File: src/rtl/regfile.sv
// regfile: 32 x WIDTH architectural register file.
//   Write port : clock-edge write (ctrl_writeEnable / ctrl_writeRegister / data_writeReg)
//   Read ports : two combinational 32:1 word muxes (A, B) with write-through bypass
//   Dump port  : streams r0..r31 under dump_valid/dump_ready; dump_busy while scanning,
//                dump_done pulses for one cycle after r31 transfers.
// Reset is synchronous, active-high, and clears storage and the dump FSM.
module regfile #(
  parameter int WIDTH    = 32,
  parameter bit ZERO_REG = 1'b1
) (
  input  logic             clock,
  input  logic             reset,
  input  logic             ctrl_writeEnable,
  input  logic [4:0]       ctrl_writeRegister,
  input  logic [WIDTH-1:0] data_writeReg,
  input  logic [4:0]       ctrl_readRegA,
  input  logic [4:0]       ctrl_readRegB,
  output logic [WIDTH-1:0] data_readRegA,
  output logic [WIDTH-1:0] data_readRegB,
  input  logic             dump_start,
  input  logic             dump_ready,
  output logic             dump_valid,
  output logic [4:0]       dump_index,
  output logic [WIDTH-1:0] dump_data,
  output logic             dump_busy,
  output logic             dump_done
);

  typedef enum logic {IDLE = 1'b0, SCAN = 1'b1} state_t;

  localparam logic [4:0] LAST = 5'd31;

  logic [WIDTH-1:0] regs_q [32];
  state_t           state_q, state_d;
  logic [4:0]       cnt_q, cnt_d;
  logic             done_q, done_d;
  logic             wr_ok;
  logic             xfer;

  // r0 is hardwired when ZERO_REG is set, so writes to it are dropped.
  assign wr_ok = ctrl_writeEnable && !(ZERO_REG && (ctrl_writeRegister == 5'd0));

  // Storage
  always_ff @(posedge clock) begin
    if (reset) begin
      for (int i = 0; i < 32; i++) regs_q[i] <= '0;
    end else if (wr_ok) begin
      regs_q[ctrl_writeRegister] <= data_writeReg;
    end
  end

  // Read ports: hardwired zero first, then bypass, then storage.
  always_comb begin
    data_readRegA = regs_q[ctrl_readRegA];
    if (ZERO_REG && (ctrl_readRegA == 5'd0))                  data_readRegA = '0;
    else if (wr_ok && (ctrl_writeRegister == ctrl_readRegA)) data_readRegA = data_writeReg;
  end

  always_comb begin
    data_readRegB = regs_q[ctrl_readRegB];
    if (ZERO_REG && (ctrl_readRegB == 5'd0))                  data_readRegB = '0;
    else if (wr_ok && (ctrl_writeRegister == ctrl_readRegB)) data_readRegB = data_writeReg;
  end

  // Dump FSM: state register
  always_ff @(posedge clock) begin
    if (reset) begin
      state_q <= IDLE;
      cnt_q   <= '0;
      done_q  <= 1'b0;
    end else begin
      state_q <= state_d;
      cnt_q   <= cnt_d;
      done_q  <= done_d;
    end
  end

  assign xfer = (state_q == SCAN) && dump_ready;

  // Dump FSM: next state. dump_start is only looked at in IDLE.
  always_comb begin
    state_d = state_q;
    cnt_d   = cnt_q;
    done_d  = 1'b0;
    case (state_q)
      IDLE: begin
        cnt_d = '0;
        if (dump_start) state_d = SCAN;
      end
      SCAN: begin
        if (xfer) begin
          if (cnt_q == LAST) begin
            state_d = IDLE;
            cnt_d   = '0;
            done_d  = 1'b1;
          end else begin
            cnt_d = cnt_q + 5'd1;
          end
        end
      end
      default: begin
        state_d = IDLE;
        cnt_d   = '0;
      end
    endcase
  end

  // Dump FSM: outputs. dump_data reads storage directly (no bypass), so a
  // write to the word being transferred lands after the old value goes out.
  always_comb begin
    dump_valid = (state_q == SCAN);
    dump_busy  = (state_q == SCAN);
    dump_index = cnt_q;
    dump_data  = regs_q[cnt_q];
    dump_done  = done_q;
  end

endmodule
File: config.mk
export PLATFORM = sky130hd
export DESIGN_NAME = regfile
export DESIGN_NICKNAME = d
export VERILOG_FILES = /design/src/rtl/regfile.sv
export SDC_FILE = /design/constraint.sdc
export NUM_CORES = 2
export LEC_CHECK = 0
export BUFFER_PORTS_ARGS = -buffer_cell sky130_fd_sc_hd__buf_2
export CAP_MARGIN = 20
export CORE_ASPECT_RATIO = 1.1
export CORE_MARGIN = 10
export CORE_UTILIZATION = 25
export DETAILED_ROUTE_END_ITERATION = 7
export PLACE_DENSITY = 0.5
export SLEW_MARGIN = 20
export SYNTH_ARGS = -nofsm -noshare
export SYNTH_HDL_FRONTEND = slang
export SYNTH_SLANG_ARGS = --single-unit
File: constraint.sdc
create_clock -name clock -period 3.8 [get_ports clock]
set_clock_uncertainty 0.2 [all_clocks]
set_input_delay 0.57 -clock clock [delete_from_list [all_inputs] [get_ports clock]]
set_output_delay 0.57 -clock clock [all_outputs]
set_load 0.01 [all_outputs]
Word level (Yosys, flattened, before mapping)

Memory sizes are Yosys's and may differ from the RTL's. A register that Yosys moved wholly into a read port is not among the register bits.
Index checks and enable logic that the tools add are counted.
W data, S select, Z words.

Register bits: 7
Bits in latches: 0
Memory bits (writable): 1,024
Bits in read-only memories: 0
Output and inout bits: 104
Word-level logic and storage cells: 43
Memories: 1

Add/sub/neg operators: 1
Multiply operators: 0
Divide/modulo/power cells: 0
Magnitude comparators: 0
Eq/ne operators: 4
Shifts and indexed selects: 0
Multiplexer cells: 22
Bitwise logic cells: 2
Reductions and logical operators: 10

Memories:

| memory | words | bits a word | read ports | clocked after Yosys merged registers in | wr ports | RTL line | RTL |
|---|---|---|---|---|---|---|---|
| regs_q | 32    | 32          | 3          | 1                                       | 32       | 33       | `logic [WIDTH-1:0] regs_q [32];` |

Operators with widths:

| operator              | number |
|---|---|
| $mux W32              | 5 |
| $reduce_or A32 Y1     | 1 |
| $mux W5               | 5 |
| $logic_not A5 Y1      | 3 |
| $eq A5 B5 Y1          | 2 |
| $mux W1               | 10 |
| $pmux W5 S2           | 1 |
| $add A5 B1 Y5 const B | 1 |
| $eq A5 B5 Y1 const B  | 1 |
| $logic_and A1 B1 Y1   | 4 |
| $reduce_or A3 Y1      | 1 |
| $ne A2 B1 Y1 const B  | 1 |
| $not A1 Y1            | 2 |
| $pmux W1 S2           | 1 |
| $logic_not A1 Y1      | 1 |

Longest topological paths before layout

Word-level depth: 8
Gate-level depth with buffers: 11
Depth with buffers taken out: 6

Worst setup path before layout

Ideal clock, no wire load.

Path kind: input -> output
Start: in ctrl_readRegB[1]
End: out data_readRegB[7]
Data arrival time: 2.357 ns
Data required time: 3.030 ns
Setup slack: 0.673 ns
Stages on the path: 8
Path buffers: 3
Cell sequence: buf_2 > clkbuf_1 > clkbuf_1 > mux4_2 > a22oi_1 > nand2_1 > a221oi_1 > nor2_1

Cells in the longest elaborated chain, start to end: 4
Elaborated cells between the ends (all ways): 6
Those cells by class: 1 x eq/ne; 2 x mux; 2 x reduce/logical; 1 x memory

Ends and longest elaborated chain:

| element                                                 | RTL line | RTL |
|---|---|---|
| start, declared                                         | 17       | `input logic [4:0] ctrl_readRegB,` |
| branches (longest 3 deep; another with $mem_v2 Z32 W32) | --       |  |
| $mux W32 (*)                                            | 61       | `if (ZERO_REG && (ctrl_readRegB == 5'd0)) data_readRegB = '0;` |
| end, declared                                           | 19       | `output logic [WIDTH-1:0] data_readRegB,` |

Every way passes the cells marked *.

==> flow_metrics.tcl <==
set metrics [dict create \
    status "complete, but fails checks" \
    violations "setup timing" \
    leakage_nw 26.3 \
    vias 48600 \
    hold_ws_ns 0.0865 \
    drt_pass1_iterations 6 \
    hold_viol_final 0 \
    yosys_warnings 0 \
    ys.flop_type "edfxtp_1" \
    ys_ff_latch 1036 \
    hold_class "in2reg" \
    fmax_mhz 245 \
    startpoint_type "register" \
    dp_slack_ns -0.605 \
    via_per_inst 5.89 \
    syn_area_sq_um 64100 \
    dpl.hpwl_um 196000 \
    worstPathCellList "buf_12 > buf_16 > buf_4 > mux4_2 > mux4_2 > mux2_4 > buf_2" \
    ant_nets 0 \
    report.final.slew_viol_count 0 \
    grt_overflow 0 \
    synth_cells 4483 \
    irDropWorstVdd_mv 0.431 \
    tightest_slew_ns 1.19 \
    drcViolationCount 0 \
    cts_max_level 4 \
    cts_sinks 1036 \
    endpoint_kind "output port" \
    dpl-instance-area_sq_um 72000 \
    clockRootBuffer "clkbuf_16" \
    antenna_found_initial 59 \
    stdcell_area_sq_um 77500 \
    grt_pass1_vias 47200 \
    die_w_um 503 \
    maxCapViolCount 0 \
    gp_congestion 0.905 \
    crit_type "reg2out" \
    cts_tree "yes" \
    die_h_um 551 \
    initial_core_util_pct 25.2 \
    ios 156 \
    crit_top_cell "mux4_2" \
    grt_use_total_pct 22.1 \
    fillers 25100 \
    fin_ws_ns -0.284 \
    synth-edff-count 1024 \
    synth_area_leaders "edfxtp_1, mux4_2, and2_1, mux2i_1, mux2_2" \
    routedWlPerCell_um 38.4 \
    cts_buffer_depth 3 \
    drive_gt1_share_pct 35.0 \
    path_max_fanout 7 \
    layout_worst_path_cycle_share_pct 107 \
    finalNetCount 4826 \
    crit_required_ns 3.03 \
    slew_headroom_pct 20.4 \
    synth_common_cells "edfxtp_1, and2_1, mux4_2" \
    core-area_sq_um 255000 \
    crit_path_top_delay_cell "mux4_2" \
    synth_area_leader_cell "edfxtp_1" \
    synth_area_per_cell_sq_um 14.3 \
    syn_to_final_growth_pct 20.9 \
    synth.distinct_cells 63 \
    async_flop_share_pct 0 \
    yosysMostFrequentCell "edfxtp_1" \
    drtIter0Drc 8792 \
    design.die.area_sq_um 277000 \
    grt_max_degree 66 \
    rows 194 \
    cts_inserted_buffers 130 \
    tns_ns -6.36 \
    grt_pass1_wl_um 422000 \
    clock_latency_ns 0.78 \
    slowest_delay_ns 0.53 \
    wl_um 317000 \
    min_period_ns 4.08 \
    port_buffers 155 \
    ys_seq_area_share_pct 48.3 \
    power_density_nw_per_um2 405 \
    rsz0062_at_grt "yes" \
    crit_arrival_ns 3.31 \
    synth_top_area_share_pct 48.0 \
    clkTransAtPathRegs_ns 0.05 \
    setup_violations 35 \
]
-- critical path, delay by kind of cell, from the launching register on --
family / cells / cell delay, ns
buffers and inverters: 4 / 0.69
multiplexers: 3 / 1.41
flip-flops: 1 / 0.39
-- routing by layer --
layer / global-route usage (%) / wire length (um) / vias to the layer above
met3: 6.25 / 39800 / 937
met1: 28.8 / 118000 / 25200
met4: 13.1 / 21000 / 30
li1: - / - / 18300
met2: 32.8 / 138000 / 4108
met5: 0 / 221 / -
-- power by group --
group / switching [mW] / internal, mW
registers: 0.493 / 13.2
logic: 3.06 / 2.29
clock network: 5.37 / 6.98
-- layout make-up --
| type | instances | area (sq um) | share of cell area, % |
|---|---|---|---|
| Multi-Input combinational cell | 2973 | 31500 | 40.6 |
| Timing Repair Buffer | 625 | 6660 | 8.59 |
| Clock inverter | 71 | 569 | 0.734 |
| Tap cell | 3332 | 4170 | 5.38 |
| Antenna cell | 50 | 125 | 0.161 |
| Sequential cell | 1036 | 31000 | 40.0 |
| Clock buffer | 163 | 3510 | 4.53 |
| Inverter | 6 | 22.5 | 0.0291 |
-- through the flow --
stage | total power, mW | util (%) | std cells
after floorplan | 16.4 | - | 4514
after global placement | 18.9 | 28.3 | 7937
after detailed placement | 19.0 | 28.3 | 7937
after CTS | 31.3 | 30.3 | 8200
after global routing | 32.1 | 30.4 | 8212
final | 31.4 | 30.4 | 8256
-- layout by cell type (no fill, tap or decap), types with 78 or more instances in the layout --
master / Yosys / layout
buf_4: 53 / 302
mux2i_1: 256 / 255
buf_12: 0 / 125
and2_1: 993 / 993
nor2_1: 142 / 107
mux4_2: 669 / 669
buf_2: 63 / 123
mux2_2: 109 / 78
edfxtp_1: 1024 / 1024
nand2_1: 95 / 90
clkbuf_16: 0 / 139
-- state kept, by name, summed over array words and instances, names as in the netlist, named ones only --
signal / cells
dump_index: 5
dump_done: 1
dump_busy: 1
regs_q: 1024
-- repair_timing --
item                       in CTS  in global routing
hold endpoints to repair       18                  0
setup endpoints to repair      69                 62
setup buffers                  12                  6
hold buffers                    5                  0
gates cloned                   13                  4
pin swaps                       2                  3
resized for setup             127                 43
-- cells by family (layout without fill, tap and decap cells) --
family / Yosys count / in the layout / share of synthesized area, %
other cells: 1 / 82 / 0.00585
compound gates: 497 / 497 / 5.58
fa+ha+maj: 2 / 2 / 0.0390
mux: 1034 / 1034 / 29.4
xor+xnor: 11 / 11 / 0.150
flops: 1036 / 1036 / 48.3
simple gates: 1397 / 1397 / 12.6
buf+inv: 505 / 865 / 3.82
-- worst paths after layout --
path              slack [ns]       endpoint  cells past startpoint               from
setup / recovery       -0.28   dump_data[3]                      7           register
hold / removal          0.09  regs_q[8][12]                      2  data_writeReg[12]
setup reg to reg        1.76      dump_busy                      5      dump_index[0]
hold reg to reg         0.37       register                      2      dump_index[2]
Power figures use the tool's default switching activity.
